$ cat src/rtl/edge_event_arbiter_if.sv
// Event handshake between the arbiter and its downstream consumer.
// The arbiter side uses the master modport and the consumer side uses slave.
interface edge_event_arbiter_if #(
   parameter int CH_W = 2
);
   logic            evt_valid;
   logic [CH_W-1:0] evt_ch;
   logic            evt_ready;

   modport master (output evt_valid, output evt_ch, input evt_ready);
   modport slave  (input evt_valid, input evt_ch, output evt_ready);
endinterface

$ cat src/rtl/edge_event_arbiter.sv
// Sequences clear/re-arm of a bank of edge detectors, latches their pulses as
// pending events and hands them out round-robin over a valid/ready port.
module edge_event_arbiter #(
   parameter int NUM_CH  = 4,
   parameter int CH_W    = 2,
   parameter int ARM_DLY = 2
) (
   input  logic                  clk,
   input  logic                  rst,
   input  logic                  init_n,
   input  logic [NUM_CH-1:0]     ch_en,
   input  logic [NUM_CH-1:0]     edge_in,
   output logic                  det_init_n,
   edge_event_arbiter_if.master  evt,
   output logic [NUM_CH-1:0]     ovf,
   output logic                  busy
);

   typedef enum logic [1:0] {ST_CLR, ST_ARM, ST_RUN} state_t;

   state_t              state_reg, state_next;
   logic [3:0]          arm_cnt_reg, arm_cnt_next;
   logic [NUM_CH-1:0]   pending_reg, pending_next;
   logic [NUM_CH-1:0]   ovf_reg, ovf_next;
   logic [CH_W-1:0]     ptr_reg, ptr_next;
   logic                evt_valid_reg, evt_valid_next;
   logic [CH_W-1:0]     evt_ch_reg, evt_ch_next;
   logic                det_init_n_reg, busy_reg, busy_next;

   logic                load, found, take;
   logic [CH_W-1:0]     sel_idx, cand;
   logic [NUM_CH-1:0]   load_mask, cap;

   always_ff @(posedge clk or posedge rst) begin
      if (rst) begin
         state_reg      <= ST_CLR;
         arm_cnt_reg    <= '0;
         pending_reg    <= '0;
         ovf_reg        <= '0;
         ptr_reg        <= '0;
         evt_valid_reg  <= 1'b0;
         evt_ch_reg     <= '0;
         det_init_n_reg <= 1'b0;
         busy_reg       <= 1'b1;
      end else begin
         state_reg      <= state_next;
         arm_cnt_reg    <= arm_cnt_next;
         pending_reg    <= pending_next;
         ovf_reg        <= ovf_next;
         ptr_reg        <= ptr_next;
         evt_valid_reg  <= evt_valid_next;
         evt_ch_reg     <= evt_ch_next;
         det_init_n_reg <= (state_next != ST_CLR);
         busy_reg       <= busy_next;
      end
   end

   always_comb begin
      state_next   = state_reg;
      arm_cnt_next = arm_cnt_reg;
      if (!init_n) begin
         state_next   = ST_CLR;
         arm_cnt_next = '0;
      end else begin
         case (state_reg)
            ST_CLR: begin
               state_next   = ST_ARM;
               arm_cnt_next = '0;
            end
            ST_ARM: begin
               if (arm_cnt_reg == 4'(ARM_DLY - 1)) begin
                  state_next   = ST_RUN;
                  arm_cnt_next = '0;
               end else begin
                  arm_cnt_next = arm_cnt_reg + 4'd1;
               end
            end
            default: state_next = ST_RUN;
         endcase
      end
   end

   // Round-robin scan starting at ptr; first pending channel wins.
   always_comb begin
      found   = 1'b0;
      sel_idx = ptr_reg;
      cand    = ptr_reg;
      for (int off = 0; off < NUM_CH; off++) begin
         cand = CH_W'((int'(ptr_reg) + off) % NUM_CH);
         if (!found && pending_reg[cand]) begin
            found   = 1'b1;
            sel_idx = cand;
         end
      end
   end

   assign load = !evt_valid_reg || evt.evt_ready;
   assign take = init_n && load && found;

   always_comb begin
      load_mask = '0;
      if (take) load_mask[sel_idx] = 1'b1;
   end

   // A capture onto a pending bit that is leaving this cycle is not a loss.
   generate
      for (genvar gi = 0; gi < NUM_CH; gi++) begin : g_ch
         assign cap[gi]          = (state_reg == ST_RUN) && edge_in[gi] && ch_en[gi];
         assign pending_next[gi] = init_n && ((pending_reg[gi] && !load_mask[gi]) || cap[gi]);
         assign ovf_next[gi]     = init_n && (ovf_reg[gi] ||
                                   (cap[gi] && pending_reg[gi] && !load_mask[gi]));
      end
   endgenerate

   always_comb begin
      evt_valid_next = evt_valid_reg;
      evt_ch_next    = evt_ch_reg;
      ptr_next       = ptr_reg;
      if (!init_n) begin
         evt_valid_next = 1'b0;
      end else if (load) begin
         evt_valid_next = found;
      end
      if (take) begin
         evt_ch_next = sel_idx;
         ptr_next    = (sel_idx == CH_W'(NUM_CH - 1)) ? '0 : sel_idx + 1'b1;
      end
      busy_next = (state_next != ST_RUN) || (|pending_next) || evt_valid_next;
   end

   assign det_init_n    = det_init_n_reg;
   assign evt.evt_valid = evt_valid_reg;
   assign evt.evt_ch    = evt_ch_reg;
   assign ovf           = ovf_reg;
   assign busy          = busy_reg;

endmodule

$ cat src/flat_wrapper.sv
// flat-port wrapper written by rule: the top's interface ports become plain ports
module edge_event_arbiter_flat 
#(
   parameter int NUM_CH  = 4,
   parameter int CH_W    = 2,
   parameter int ARM_DLY = 2
)
  (clk, rst, init_n, ch_en, edge_in, det_init_n, ovf, busy, evt_evt_valid, evt_evt_ch, evt_evt_ready);
  edge_event_arbiter_if #(.CH_W(CH_W)) evt_i ();
  input  logic clk;
  input  logic rst;
  input  logic init_n;
  input  logic [NUM_CH-1:0] ch_en;
  input  logic [NUM_CH-1:0] edge_in;
  output logic det_init_n;
  output logic [NUM_CH-1:0] ovf;
  output logic busy;
  output wire logic [$bits(evt_i.evt_valid)-1:0] evt_evt_valid;
  output wire logic [$bits(evt_i.evt_ch)-1:0] evt_evt_ch;
  input wire logic [$bits(evt_i.evt_ready)-1:0] evt_evt_ready;
  assign evt_evt_valid = evt_i.evt_valid;
  assign evt_evt_ch = evt_i.evt_ch;
  assign evt_i.evt_ready = evt_evt_ready;
  edge_event_arbiter #(.NUM_CH(NUM_CH), .CH_W(CH_W), .ARM_DLY(ARM_DLY)) u_core (.clk(clk), .rst(rst), .init_n(init_n), .ch_en(ch_en), .edge_in(edge_in), .det_init_n(det_init_n), .evt(evt_i), .ovf(ovf), .busy(busy));
endmodule
$ cat config.mk
export PLATFORM = sky130hd
export DESIGN_NAME = edge_event_arbiter_flat
export DESIGN_NICKNAME = d
export VERILOG_FILES = /design/src/rtl/edge_event_arbiter_if.sv /design/src/rtl/edge_event_arbiter.sv /design/src/flat_wrapper.sv
export SDC_FILE = /design/constraint.sdc
export NUM_CORES = 1
export LEC_CHECK = 0
export BUFFER_PORTS_ARGS = -buffer_cell sky130_fd_sc_hd__buf_2
export CAP_MARGIN = 20
export CORE_UTILIZATION = 45
export CTS_CLUSTER_SIZE = 16
export DETAILED_ROUTE_END_ITERATION = 12
export PLACE_DENSITY = 0.76
export SYNTH_ARGS = -nofsm -noshare
export SYNTH_HDL_FRONTEND = slang
export SYNTH_SLANG_ARGS = --single-unit
$ cat constraint.sdc
create_clock -name clk -period 1.7 [get_ports clk]
set_input_delay 0.34 -clock clk [delete_from_list [all_inputs] [get_ports clk]]
set_output_delay 0.34 -clock clk [all_outputs]
set_load 0.005 [all_outputs]
==> results.txt <==
Cell with the most instances after synthesis: dfrtp_1
Fraction of layout cells with a size suffix above 1: 51.02%
Worst-margin pin slew: 0.3444 ns
GRT Residual Overflow: 0
Final WS setup: -0.1576 ns
CP Launch Type: flip-flop
Arr. time, crit path: 2.09 ns
Violated checks: setup timing
# DRC: 0
DIE AREA: 2678 um^2
WP buf/inv: 0
Min-delay src: edge_in[0]
Largest net degree at the start of global routing: 19
Cell variety after synth: 38
Critical Path RT: 1.93 ns
Hold WC Path Type: input port to flip-flop
Vias per cell: 5.474
Total power: 1.520 mW
Pleak: 0.7645 nW
Setup-failing EPs final: 9
Die width: 51.75 um
Synth area leader: dfrtp_1
Layout Area Growth over Synthesis: 35.84%
Ranking of synthesized cells by area: dfrtp_1 45%, ha_1 6.7%, mux2_4 4.0%
Pwr per Cell Area: 1005 nW/um^2
Die H: 51.75 um
Final period utilization: 109.3%
Synthesized area: 1114 um^2
Drt total wl: 2654 um
H-tree levels: 1
Status: complete, but fails checks
Reg2reg start: u_core.pending_reg[2]$_DFF_PP0_
Vias: 958
# IOs: 21
Design Area, Final: 1513 um^2
Synth Register Bits: 21
Tmin final: 1.858 ns
CP Max Fanout: 6
GP Congestion: 0.8960
CP Capture Type: flip-flop
Port Buffers: 20
First-pass GRT wire length: 4160 um
Post-synth top cells: 20 x dfrtp_1, 9 x nor2_1, 8 x inv_1, 6 x a21oi_1, 6 x ha_1
CTS buffer count: 3
Initial antenna violation count: 0
Post-synth EDFFs: 0
Vias in the first global route: 917
Synth warn: 0
Main flop type after synthesis: dfrtp_1
Nets: 166
Max transition margin: 77.02%
Setup_tns: -0.8590 ns
Syn Area/Cell: 10.81 um^2
Hold_ws: 0.3090 ns
VDD IR max: 0.0006673 V
Initial DRC Count: 20
Initial core utilization: 48.93%
Setup CP Type: flip-flop to flip-flop
Maxcap violations: 0
Final Non-Filler Cells: 175
Area after DPL: 1324 um^2
CTS tree: yes
WL/cell: 15.17 um
Dpl ws: -0.1579 ns
Final-report max-slew violation count: 0
FP Rows: 17
Finished Core Util: 66.47%
Final ANT Viol Nets: 0
CP Cell Sequence: and2b_1 > o21ai_1 > o211a_1 > ha_4 > a31oi_4 > o41ai_2 > o211ai_1
CTS Buffer Depth: 2
Yosys top cell area share: 44.94%
All-Layer GR Usage: 21.50%
Post-DP HPWL: 1615 um
Ant diodes: 0
Clk pin slew, worst setup/hold paths: 0.11 ns
CTS root buf: clkbuf_4
Worst-Skew Late Latency: 0.31 ns
Share of flip-flops with an asynchronous set or reset: 100.0%
Top achievable clock speed: 0.5383 GHz
Clk sinks: 21
Worst path slowest cell: dfrtp_2
Placed insts: 160
Sequential element share of the synthesized area: 47.30%
Worst path max stage delay: 0.47 ns
Syn Inst Count: 103
RSZ-0062 raised after global routing: true
Critical path's top delay family: compound AO/OA/AOI/OAI gates
Final Hold Violating Endpoints: 0
Setup Skew: 0.002058 ns
Drt pass-1 iters: 4
Syn Nets: 121
CORE AREA: 2276 um^2
Crit path launch: u_core.pending_reg[2]$_DFF_PP0_
[cell type report]
type / count / area, um^2
fill: 166 / 763.2
multi-input combinational: 71 / 613.1
sequential: 21 / 529.3
timing repair buffer: 43 / 279.0
tap: 28 / 35.03
inverter: 8 / 30.03
clock buffer: 4 / 26.28
[kinds of logic (layout without fill, tap and decap cells)]
group	count (synthesis)	after routing	synth area share, %
simple gates	35	35	21.12
compound gates	26	26	15.84
flops	21	21	47.30
buf+inv	11	55	4.046
fa+ha+maj	6	6	6.741
mux	4	4	4.944
[per-layer routing]
layer / share of wire, % / vias to the layer above / global-route usage (%)
met1: 45 / 458 / 27.93
met5: 0 / - / 0
met3: 3.4 / 7 / 2.632
met2: 49 / 29 / 34.63
li1: - / 464 / -
met4: 2.9 / 0 / 11.71
[worst paths after layout]
kind | to | depth (start not counted) | slack, ns
worst max-delay path | u_core.busy$_DFF_PP1_ | 7 | -0.16
worst min-delay path | u_core.pending_reg[0]$_DFF_PP0_ | 3 | 0.31
worst max register to register | u_core.busy$_DFF_PP1_ | 7 | -0.16
worst min register to register | u_core.ovf[2]$_DFF_PP0_ | 2 | 0.51
max in group asynchronous | u_core.busy$_DFF_PP1_ | 4 | 0.77
min in group asynchronous | u_core.evt.evt_ch[0]$_DFFE_PP0N_ | 3 | 0.43
[repair_timing]
item,in CTS,in global routing
pin swaps,3,9
endpoints found under the hold margin,3,0
gates cloned,0,0
gates resized for setup,4,17
hold buffers,1,0
buffers inserted,6,4
setup endpoints to repair,9,11
[power breakdown]
part,leakage [nW],internal (mW),switching [mW]
sequential,0.274,0.558,0.0499
clock,0.0150,0.0917,0.153
combinational,0.476,0.390,0.278
[worst reg2reg max path, stage by stage (launching register included)]
cell and delay (ns):
dfrtp_2 0.47, and2b_1 0.20, o21ai_1 0.13, o211a_1 0.25, ha_4 0.17, a31oi_4 0.10
o41ai_2 0.34, o211ai_1 0.13
[cells in the final DEF, fill, tap and decap left out, drive strengths merged, types with 5 or more instances in the layout]
cell type and n:
inv 8, nor2 9, ha 6, dfrtp 20, a21oi 6, nand3 5, buf 42, o21ai 5
No activity file was read; power rests on OpenSTA's default activity.
